$ cat config.mk
export PLATFORM = sky130hd
export DESIGN_NAME = mesh_router_node
export DESIGN_NICKNAME = d
export VERILOG_FILES = /design/src/rtl/noc_pkg.sv /design/src/rtl/noc_flit_fifo.sv /design/src/rtl/mesh_router_node.sv
export SDC_FILE = /design/constraint.sdc
export NUM_CORES = 1
export LEC_CHECK = 0
export BUFFER_PORTS_ARGS = -buffer_cell sky130_fd_sc_hd__buf_2
export CAP_MARGIN = 30
export CORE_MARGIN = 8
export CORE_UTILIZATION = 40
export DETAILED_ROUTE_END_ITERATION = 12
export PLACE_DENSITY = 0.54
export RECOVER_POWER = 25
export SLEW_MARGIN = 20
export SYNTH_ARGS = -nofsm -noshare
export SYNTH_HDL_FRONTEND = slang
export SYNTH_SLANG_ARGS = --single-unit
$ cat constraint.sdc
create_clock -name clock -period 5.9 [get_ports clock]
set_input_delay 0.59 -clock clock [delete_from_list [all_inputs] [get_ports clock]]
set_output_delay 0.59 -clock clock [all_outputs]
set_load 0.005 [all_outputs]
$ cat src/rtl/noc_pkg.sv
// Shared definitions for the 2-D mesh NoC: port indices, flit field offsets,
// the dimension-ordered (X then Y) route function and the round-robin index helper.
package noc_pkg;

    // Port numbering used for every five-channel vector in the mesh.
    localparam int NUM_PORTS = 5;

    typedef logic [2:0] port_idx_t;

    localparam port_idx_t PORT_L = 3'd0;
    localparam port_idx_t PORT_N = 3'd1;
    localparam port_idx_t PORT_E = 3'd2;
    localparam port_idx_t PORT_S = 3'd3;
    localparam port_idx_t PORT_W = 3'd4;

    // Flit layout is {data, dst_y, dst_x}; dst_x sits in the LSBs.
    function automatic int flit_dst_x_lsb();
        return 0;
    endfunction

    function automatic int flit_dst_y_lsb(input int x_w);
        return x_w;
    endfunction

    function automatic int flit_data_lsb(input int x_w, input int y_w);
        return x_w + y_w;
    endfunction

    // XY routing: correct X first, then Y, then deliver locally.
    // Arguments are zero-extended coordinates so any field width fits.
    function automatic port_idx_t xy_route(input logic [31:0] dst_x,
                                           input logic [31:0] dst_y,
                                           input logic [31:0] my_x,
                                           input logic [31:0] my_y);
        port_idx_t r;
        if (dst_x > my_x)      r = PORT_E;
        else if (dst_x < my_x) r = PORT_W;
        else if (dst_y > my_y) r = PORT_S;
        else if (dst_y < my_y) r = PORT_N;
        else                   r = PORT_L;
        return r;
    endfunction

    // Port index 'offset' positions after 'base', modulo NUM_PORTS.
    function automatic port_idx_t rr_slot(input port_idx_t base, input int offset);
        int s;
        s = int'(base) + offset;
        if (s >= NUM_PORTS) s = s - NUM_PORTS;
        return port_idx_t'(s);
    endfunction

endpackage

$ cat src/rtl/noc_flit_fifo.sv
// Per-input flit buffer: DEPTH entries (power of two), head-of-queue data
// always visible, full/empty derived from a registered occupancy count.
// Push into a full FIFO and pop from an empty FIFO are ignored.
module noc_flit_fifo #(
    parameter int WIDTH = 8,
    parameter int DEPTH = 4
) (
    input  logic             clock,
    input  logic             reset,
    input  logic             push,
    input  logic [WIDTH-1:0] push_data,
    input  logic             pop,
    output logic [WIDTH-1:0] head,
    output logic             full,
    output logic             empty
);

    localparam int PTR_W = (DEPTH > 1) ? $clog2(DEPTH) : 1;
    localparam int CNT_W = PTR_W + 1;

    logic [WIDTH-1:0] mem [DEPTH];
    logic [PTR_W-1:0] wr_ptr;
    logic [PTR_W-1:0] rd_ptr;
    logic [CNT_W-1:0] count;
    logic             do_push;
    logic             do_pop;

    assign full    = (count == CNT_W'(DEPTH));
    assign empty   = (count == '0);
    assign do_push = push && !full;
    assign do_pop  = pop && !empty;
    assign head    = mem[rd_ptr];

    // Pointers wrap naturally because DEPTH is a power of two; a simultaneous
    // push and pop advances both pointers and leaves the count unchanged.
    always_ff @(posedge clock or negedge reset) begin
        if (!reset) begin
            wr_ptr <= '0;
            rd_ptr <= '0;
            count  <= '0;
        end else begin
            if (do_push) wr_ptr <= wr_ptr + PTR_W'(1);
            if (do_pop)  rd_ptr <= rd_ptr + PTR_W'(1);
            case ({do_push, do_pop})
                2'b10:   count <= count + CNT_W'(1);
                2'b01:   count <= count - CNT_W'(1);
                default: count <= count;
            endcase
        end
    end

    // Storage array; contents are meaningless while empty, so no reset needed.
    always_ff @(posedge clock) begin
        if (do_push) mem[wr_ptr] <= push_data;
    end

endmodule

$ cat src/rtl/mesh_router_node.sv
// Single mesh router node: five input FIFOs, XY routing of each FIFO head,
// per-output round-robin arbitration into a one-entry output register.
// Optional feature macro: ROUTER_BLOCK_PATHS_EN -- when defined, block_all_paths
// freezes all grants/pops; when undefined the port is ignored.
//
// Handshake (all ten channels): a flit transfers on a rising edge where valid
// and ready are both high. in_ready depends only on registered FIFO occupancy;
// out_valid/out_flit come straight from the output registers.
module mesh_router_node
    import noc_pkg::*;
#(
    parameter int DATA_W     = 8,
    parameter int X_W        = 1,
    parameter int Y_W        = 1,
    parameter int FIFO_DEPTH = 4,
    parameter int MY_X       = 0,
    parameter int MY_Y       = 0
) (
    input  logic                                  clock,
    input  logic                                  reset,
    input  logic [4:0]                            in_valid,
    output logic [4:0]                            in_ready,
    input  logic [5*(DATA_W+Y_W+X_W)-1:0]         in_flit,
    output logic [4:0]                            out_valid,
    input  logic [4:0]                            out_ready,
    output logic [5*(DATA_W+Y_W+X_W)-1:0]         out_flit,
    input  logic                                  block_all_paths,
    output logic                                  node_busy
);

    localparam int FLIT_W = DATA_W + Y_W + X_W;
    localparam int X_LSB  = flit_dst_x_lsb();
    localparam int Y_LSB  = flit_dst_y_lsb(X_W);

    logic [NUM_PORTS-1:0][FLIT_W-1:0] in_vec;
    logic [NUM_PORTS-1:0][FLIT_W-1:0] head;
    logic [NUM_PORTS-1:0][FLIT_W-1:0] out_reg;
    logic [NUM_PORTS-1:0][FLIT_W-1:0] load_flit;
    logic [NUM_PORTS-1:0]             full;
    logic [NUM_PORTS-1:0]             empty;
    logic [NUM_PORTS-1:0]             push;
    logic [NUM_PORTS-1:0]             pop;
    logic [NUM_PORTS-1:0]             load;
    logic [NUM_PORTS-1:0][2:0]        route;
    logic [NUM_PORTS-1:0][2:0]        rr;
    logic [NUM_PORTS-1:0][2:0]        rr_nxt;
    logic                             switch_en;

`ifdef ROUTER_BLOCK_PATHS_EN
    assign switch_en = !block_all_paths;
`else
    logic unused_block;
    assign unused_block = block_all_paths;
    assign switch_en    = 1'b1;
`endif

    assign in_vec    = in_flit;
    assign out_flit  = out_reg;
    assign in_ready  = ~full;
    assign push      = in_valid & ~full;
    assign node_busy = (|(~empty)) | (|out_valid);

    for (genvar p = 0; p < NUM_PORTS; p++) begin : g_fifo
        noc_flit_fifo #(
            .WIDTH (FLIT_W),
            .DEPTH (FIFO_DEPTH)
        ) u_fifo (
            .clock     (clock),
            .reset     (reset),
            .push      (push[p]),
            .push_data (in_vec[p]),
            .pop       (pop[p]),
            .head      (head[p]),
            .full      (full[p]),
            .empty     (empty[p])
        );
    end

    // Destination port of every FIFO head (meaningless for empty FIFOs, which
    // the arbiter masks out).
    always_comb begin
        route = '0;
        for (int i = 0; i < NUM_PORTS; i++) begin
            route[i] = xy_route(32'(head[i][X_LSB +: X_W]),
                                32'(head[i][Y_LSB +: Y_W]),
                                32'(MY_X),
                                32'(MY_Y));
        end
    end

    // Per-output round-robin: the first requesting input at or after rr[o]
    // wins when the output register can accept. Each head has one route, so
    // no input is ever granted by two outputs in the same cycle.
    always_comb begin
        pop       = '0;
        load      = '0;
        load_flit = '0;
        rr_nxt    = rr;
        for (int o = 0; o < NUM_PORTS; o++) begin
            if (switch_en && (!out_valid[o] || out_ready[o])) begin
                for (int k = 0; k < NUM_PORTS; k++) begin
                    if (!load[o] && !empty[rr_slot(rr[o], k)] &&
                        (route[rr_slot(rr[o], k)] == port_idx_t'(o))) begin
                        load[o]                  = 1'b1;
                        pop[rr_slot(rr[o], k)]   = 1'b1;
                        load_flit[o]             = head[rr_slot(rr[o], k)];
                        rr_nxt[o]                = rr_slot(rr[o], k + 1);
                    end
                end
            end
        end
    end

    // Output registers and round-robin pointers: load on grant, otherwise
    // drop valid once the held flit has been taken downstream.
    always_ff @(posedge clock or negedge reset) begin
        if (!reset) begin
            out_valid <= '0;
            out_reg   <= '0;
            rr        <= '0;
        end else begin
            for (int o = 0; o < NUM_PORTS; o++) begin
                if (load[o]) begin
                    out_valid[o] <= 1'b1;
                    out_reg[o]   <= load_flit[o];
                end else if (out_ready[o]) begin
                    out_valid[o] <= 1'b0;
                end
            end
            rr <= rr_nxt;
        end
    end

endmodule

==> results_dict.tcl, run 1 <==
set metrics [dict create \
    crit_start "rr[7]" \
    yosys_warnings 0 \
    setup_ws_ns 0.441 \
    syn_inst 2256 \
    finalMaxSlewViolations 0 \
    final_area_sq_mm 0.0238 \
    drtIter0Drc 2823 \
    min_path_type "in -> async" \
    clock_latency_ns 0.56 \
    cts_resized 0 \
    path_class "reg -> reg" \
    ys_types 101 \
    cts_buffers 34 \
    grt.total_usage_pct 27.2 \
    drc 0 \
    antenna_found_initial 1 \
    route.met2.wl_mm 36.7 \
    worstPathArrival_ns 5.94 \
    maxCapViolCount 0 \
    synth-seq-cells 288 \
    setup-tns-final_ns 0 \
    highest_layer "met4" \
    antenna_left 0 \
    hold_slack_ns 0.0379 \
    setup_viol 0 \
    place_area_sq_mm 0.0228 \
    die-area_sq_mm 0.0611 \
    tightest_slew_ns 1.08 \
    grt-ovfl-total 0 \
    clockBufferDepth 3 \
    gp_congestion 0.953 \
    maxSlewHeadroom_pct 27.6 \
    drt_first_pass_iters 6 \
    wl_met1_mm 34.0 \
    grt_max_degree 51 \
    avgSynthCellArea_sq_um 9.48 \
    postCtsSetupRepairBufs 0 \
    hold_viol 0 \
    grt_pass1_vias 19300 \
    fp.dieH_um 247 \
    grt_pass1_wl_mm 126 \
    fmax_mhz 183 \
    htreeDepth 2 \
    start_util_pct 40.5 \
    async_flop_share_pct 30.6 \
    ys_seq_area_share_pct 38.4 \
    max_stage_delay_ns 0.54 \
    drive_above_1_share_pct 15.7 \
    die_x_um 247 \
    crit_path_end_kind "register" \
    ios 124 \
    port_buffers 110 \
    synth_edf_count 200 \
    wl_mm 85.4 \
    nets 2447 \
    reg2reg_from "rr[7]" \
    critPathMaxFanout 11 \
    syn2layout_area_growth_pct 11.4 \
    cts_sinks 288 \
    crit_path_start_kind "register" \
    r2r_end "g_fifo[0].u_fifo.count[2]" \
    cts_tree "done" \
    hpwl_mm 59.5 \
    routed-wl-met3_mm 10.3 \
    dpl_worst_slack_ns 0.593 \
    min_period_ns 5.46 \
    ys.flop_type "edfxtp_1" \
    rsz0062_at_grt "false" \
    status "complete, no violations" \
    finalClockSkew_ns 0.0259 \
    r2r_cells 17 \
    avgRoutedWirePerCell_um 28.1 \
    core_sq_mm 0.0528 \
    path_cells "inv_1 -> ha_1 -> clkinv_1 -> a32o_1 -> a222oi_1 -> nor3_1 -> or2_1 -> nor3_2 -> nand3_2 -> o211ai_1 -> a21o_1 -> ha_1 -> inv_1 -> fa_1 -> xor2_1 -> nor2_1 -> xor2_1" \
    drt-vias-per-instance 6.70 \
    finalCritPeriodShare_pct 92.5 \
    synth_area_sq_mm 0.0214 \
    rows 84 \
    clk_pin_slew_ns 0.06 \
    rrSetupSlack_ns 0.44 \
    crit_path_top_delay_cell "dfrtp_1" \
    root_buffer "clkbuf_16" \
    dr_total_vias 20400 \
    worstPathRequired_ns 6.38 \
    worstSetupEndpoint "g_fifo[0].u_fifo.count[2]" \
    ctsHoldBuffers 0 \
]
[worst max-delay path, delay by kind of cell, from the launching register on]
| kind | cells | cell delay [ns] |
|---|---|---|
| XOR/XNOR | 2 | 0.30 |
| adder cells (fa/ha/maj) | 3 | 1.11 |
| flip-flops | 1 | 0.54 |
| buffers and inverters | 3 | 0.67 |
| AND/OR/NAND/NOR | 5 | 1.34 |
| AO/OA/AOI/OAI | 4 | 1.41 |
[logic make-up (layout without fill, tap and decap cells)]
group                      after synthesis  after routing  share of synthesized area (%)
xor gates and xnor gates                51             51                           2.12
adders and majority gates               62             62                           3.91
other                                    1             14                         0.0175
muxes                                  126            126                           10.8
buffers and inverters                  271            352                           5.26
AOI/OAI and AO/OA                      714            714                           21.9
and+or+nand+nor                        743            743                           17.6
DFF                                    288            288                           38.4
[flip-flops by register name (all words and copies together) (netlist names)]
signal and count:
g_fifo.u_fifo.rd_ptr 10, g_fifo.u_fifo.mem 200, g_fifo.u_fifo.wr_ptr 10, out_valid 4, out_flit 40, g_fifo.u_fifo.count 15, rr 9
[how the worst min path moves through the flow]
stage,start,end,slack (ns),cells past startpoint
after floorplan,reset,g_fifo[0].u_fifo.count[0],0.29,0
after global placement,out_flit[15],out_flit[15],0.36,0
after detailed placement,out_flit[11],out_flit[11],0.36,0
after CTS,reset,out_flit[19],0.06,1
after global routing,reset,out_flit[16],0.07,1
final,reset,out_flit[16],0.04,1
[metal layers]
metal  up-vias  global-route usage [%]
met5         -                       0
li1       8838                       -
met3       275                    8.34
met2      1369                    40.5
met1      9872                    35.7
met4         0                    13.0
[cell usage after synthesis (14+ instances only)]
cell,instances,area (sq um)
edfxtp_1,200,6010
a21oi_1,185,926
nand2_1,174,653
nor2_1,163,612
clkbuf_1,130,488
o22ai_1,113,707
o21ai_0,104,521
dfrtp_1,88,2200
mux4_2,82,1850
nor3_1,73,365
nand3_1,67,335
inv_1,65,244
ha_1,54,676
a31oi_1,43,269
buf_2,41,205
nor4_1,41,257
a22oi_1,36,270
and3_1,36,225
xnor2_1,32,280
nand2b_1,30,188
mux2i_1,28,280
nor2b_1,28,175
o211ai_1,19,143
or3_1,19,119
and2_1,18,113
xor2_1,18,158
a211oi_1,16,120
mux2_2,16,180
o31ai_1,16,120
buf_4,15,113
or2_2,15,93.8
a311oi_1,14,123
buf_1,14,52.6
o21ai_1,14,70.1
o221ai_1,14,123
[cell type report]
cell class	instances	area, sq um
fillers	5057	28900
multi-input cells	1707	12100
flip-flops and latches	288	8210
repair buffers	220	1320
clock buffers	42	901
well taps	688	861
inverters	71	267
clock inverters	19	156
diodes	3	7.51
[placed cells by master (no fill, tap or decap), drive strengths merged, types with 10 or more instances in the layout]
cell and instances:
or3 20, or4 11, a31oi 43, o22ai 113, nor4 42, nor3 76, inv 69, conb 11
and2 20, xor2 18, nand2 175, nand4 13, a21o 13, nor2 163, o21ai 119, mux2i 28
clkinv 20, mux2 16, dfrtp 88, mux4 82, clkbuf 87, a211o 10, and3 36, ha 54
a311oi 14, o221ai 14, o211ai 20, or2 22, buf 175, nor2b 28, a221oi 14, nand3 69
a211oi 18, nand2b 30, edfxtp 200, a21oi 185, xnor2 33, o31ai 16, o22a 10, a22oi 36
[through the flow]
step,cells,util [%]
finish,3038,45.2
global route,3036,45.2
CTS,3033,45.2
floorplan,2266,-
global placement,2970,43.2
detailed placement,2972,43.2
Power of run 1 is not shown: default switching activity piles up to over one toggle a cycle in this logic, so the estimate is an artifact.
==> run 2, diff against run 1 <==
Settings changed: ABC_AREA from default to 1, HOLD_SLACK_MARGIN from default to 0.05.
==> results_dict.tcl, run 2 <==
set metrics [dict create \
    reg2reg_from "rr[10]" \
    crit_path_end_kind "register" \
    maxSlewHeadroom_pct 19.2 \
    wl_mm 93.4 \
    dr_total_vias 22100 \
    yosys_warnings 0 \
    synth-seq-cells 288 \
    min_path_type "in -> reg" \
    die_x_um 247 \
    grt_max_degree 64 \
    synth.largest_area_cell "edfxtp_1" \
    largest_register "g_fifo.u_fifo.mem" \
    crit_path_top_delay_cell "a21oi_1" \
    worstHoldPathCells 2 \
    crit_path_start_kind "register" \
    synth_area_sq_mm 0.0213 \
    avgSynthCellArea_sq_um 7.52 \
    final_common_cell "nand2_1" \
    drt-vias-per-instance 6.05 \
    synth.cells.most_frequent "770 x nand2_1, 267 x o21ai_0, 266 x nand3_1, 213 x inv_1, 200 x edfxtp_1" \
    min_from "out_ready[1]" \
    yosysMostFrequentCell "nand2_1" \
    rows 84 \
    grt-ovfl-total 0 \
    grt.total_usage_pct 29.8 \
    rrSetupSlack_ns 0.57 \
    setup_viol 0 \
    drtIter0Drc 2605 \
    tightest_slew_ns 1.21 \
    place_area_sq_mm 0.0227 \
    synth_edf_count 200 \
    clockBufferDepth 3 \
    whs_endpoint "out_valid[1]" \
    crit_top_cell "nand3_1" \
    drive_above_1_share_pct 11.5 \
    ios 124 \
    core_sq_mm 0.0526 \
    r2r_end "g_fifo[2].u_fifo.count[2]" \
    syn2layout_area_growth_pct 12.8 \
    fin_util_pct 45.6 \
    htreeDepth 2 \
    ys_types 57 \
    clock_latency_ns 0.58 \
    grt_pass1_wl_mm 137 \
    min_period_ns 5.33 \
    hold_viol 0 \
    fp.dieH_um 247 \
    ys_seq_area_share_pct 38.6 \
    cts_tree "done" \
    yosysTopAreaCellShare_pct 28.2 \
    root_buffer "clkbuf_16" \
    worstPathArrival_ns 5.76 \
    port_buffers 110 \
    status "complete, no violations" \
    setup_ws_ns 0.573 \
    cts_buffers 35 \
    die-area_sq_mm 0.0608 \
    path_class "reg -> reg" \
    async_flop_share_pct 30.6 \
    critPathMaxFanout 14 \
    max_stage_delay_ns 0.81 \
    setup-tns-final_ns 0 \
    path_cells "inv_1 -> ha_1 -> ha_1 -> inv_1 -> a21oi_1 -> nand3_1 -> nand3_1 -> nor2_1 -> nand2_4 -> nand3_1 -> buf_4 -> nor3_1 -> nor2_1 -> nand3_1 -> nand2_1 -> nand3_2 -> ha_1 -> inv_1 -> fa_1 -> a21oi_1 -> o21ai_0 -> xnor2_1" \
    rsz0062_at_grt "false" \
    final_area_sq_mm 0.0240 \
    drt_first_pass_iters 6 \
    dpl_worst_slack_ns 0.587 \
    grt_pass1_vias 20800 \
    syn_inst 2829 \
    finalClockSkew_ns 0.0374 \
    clk_pin_slew_ns 0.06 \
    gp_congestion 1.00 \
    largest_register_ff_count 200 \
    synth_area_leaders "edfxtp_1 28%, nand2_1 14%, dfrtp_1 10%, o21ai_0 6.3%, nand3_1 6.3%" \
    antenna_left 0 \
    antenna_found_initial 3 \
    fmax_mhz 188 \
    final_cell_mix "770 x nand2_1, 267 x o21ai_0, 266 x nand3_1, 212 x inv_1, 200 x edfxtp_1" \
    hpwl_mm 66.9 \
    start_util_pct 40.5 \
    drc 0 \
    cts_sinks 288 \
    nets 3067 \
    maxCapViolCount 0 \
    finalCritPeriodShare_pct 90.3 \
    worstPathRequired_ns 6.33 \
    ys.flop_type "edfxtp_1" \
    r2r_cells 22 \
    finalMaxSlewViolations 0 \
    avgRoutedWirePerCell_um 25.5 \
]
## run 2: cell count changes in the layout (fill, tap and decap cells not counted), moves of 36 or more
cell / delta
a31oi_1: -37
o21ai_0: +163
o211ai_1: +40
inv_1: +147
nor3_1: -39
o22ai_1: -56
nand2_1: +596
and3_1: -36
a21oi_1: -46
mux4_2: -82
nand3_1: +199
## run 2: timing repair
action                                  4_1_cts  5_1_grt
buffers inserted                              0        1
endpoints found under the hold margin        25        0
gates resized for setup                       0        1
endpoints found under the setup margin        0        1
hold buffers                                  1        0
## run 2: critical path, delay by kind of cell (launching register included)
| family | cells | cell delay (ns) |
|---|---|---|
| simple gates | 10 | 1.61 |
| fa+ha+maj | 4 | 1.09 |
| compound gates | 3 | 1.06 |
| buf+inv | 4 | 0.81 |
| flops | 1 | 0.51 |
| xor+xnor | 1 | 0.13 |
## run 2: worst max-delay path by stage
stage	startpoint	to	slack (ns)	cells after the start
finish	rr[10]	g_fifo[2].u_fifo.count[2]	0.57	22
global route	rr[10]	g_fifo[2].u_fifo.count[2]	0.22	22
floorplan	rr[0]	g_fifo[3].u_fifo.count[2]	1.65	26
detailed placement	rr[1]	g_fifo[3].u_fifo.count[2]	0.59	26
CTS	rr[1]	g_fifo[3].u_fifo.count[2]	0.53	26
global placement	rr[1]	g_fifo[3].u_fifo.count[2]	0.63	26
## run 2: final cells by class
cell class	count	area, sq um
Sequential cell	288	8210
Inverter	255	968
Clock inverter	27	355
Timing Repair Buffer	210	1280
Fill cell	5359	28600
Clock buffer	37	883
Multi-Input combinational cell	2152	11400
Tap cell	688	861
Antenna cell	4	10.0
## run 2: through the flow
| stage | std cells | hold slack (ns) |
|---|---|---|
| 2_1_floorplan | 2839 | 0.294 |
| 3_3_place_gp | 3571 | 0.361 |
| 3_5_place_dp | 3585 | 0.360 |
| 4_1_cts | 3650 | 0.138 |
| 5_1_grt | 3657 | 0.175 |
| 6_report | 3661 | 0.156 |
## run 2: kinds of logic (layout without fill, tap and decap cells)
family / count (synthesis) / after routing / share of synthesized area, %
AO/OA/AOI/OAI: 671 / 671 / 19.0
adder cells (fa/ha/maj): 62 / 62 / 3.93
XOR/XNOR: 37 / 37 / 1.88
AND/OR/NAND/NOR: 1371 / 1371 / 28.6
other: 1 / 15 / 0.0176
buffers and inverters: 399 / 529 / 8.02
flip-flops: 288 / 288 / 38.6
## run 2: layer usage
layer | vias up | global-route usage (%) | routed length (um)
met5 | - | 0 | 14
met4 | 2 | 15.5 | 5260
met3 | 291 | 7.80 | 10100
met2 | 1279 | 44.3 | 40100
met1 | 10500 | 39.4 | 37900
li1 | 10000 | - | -
Power of run 2 is left out for the same reason.
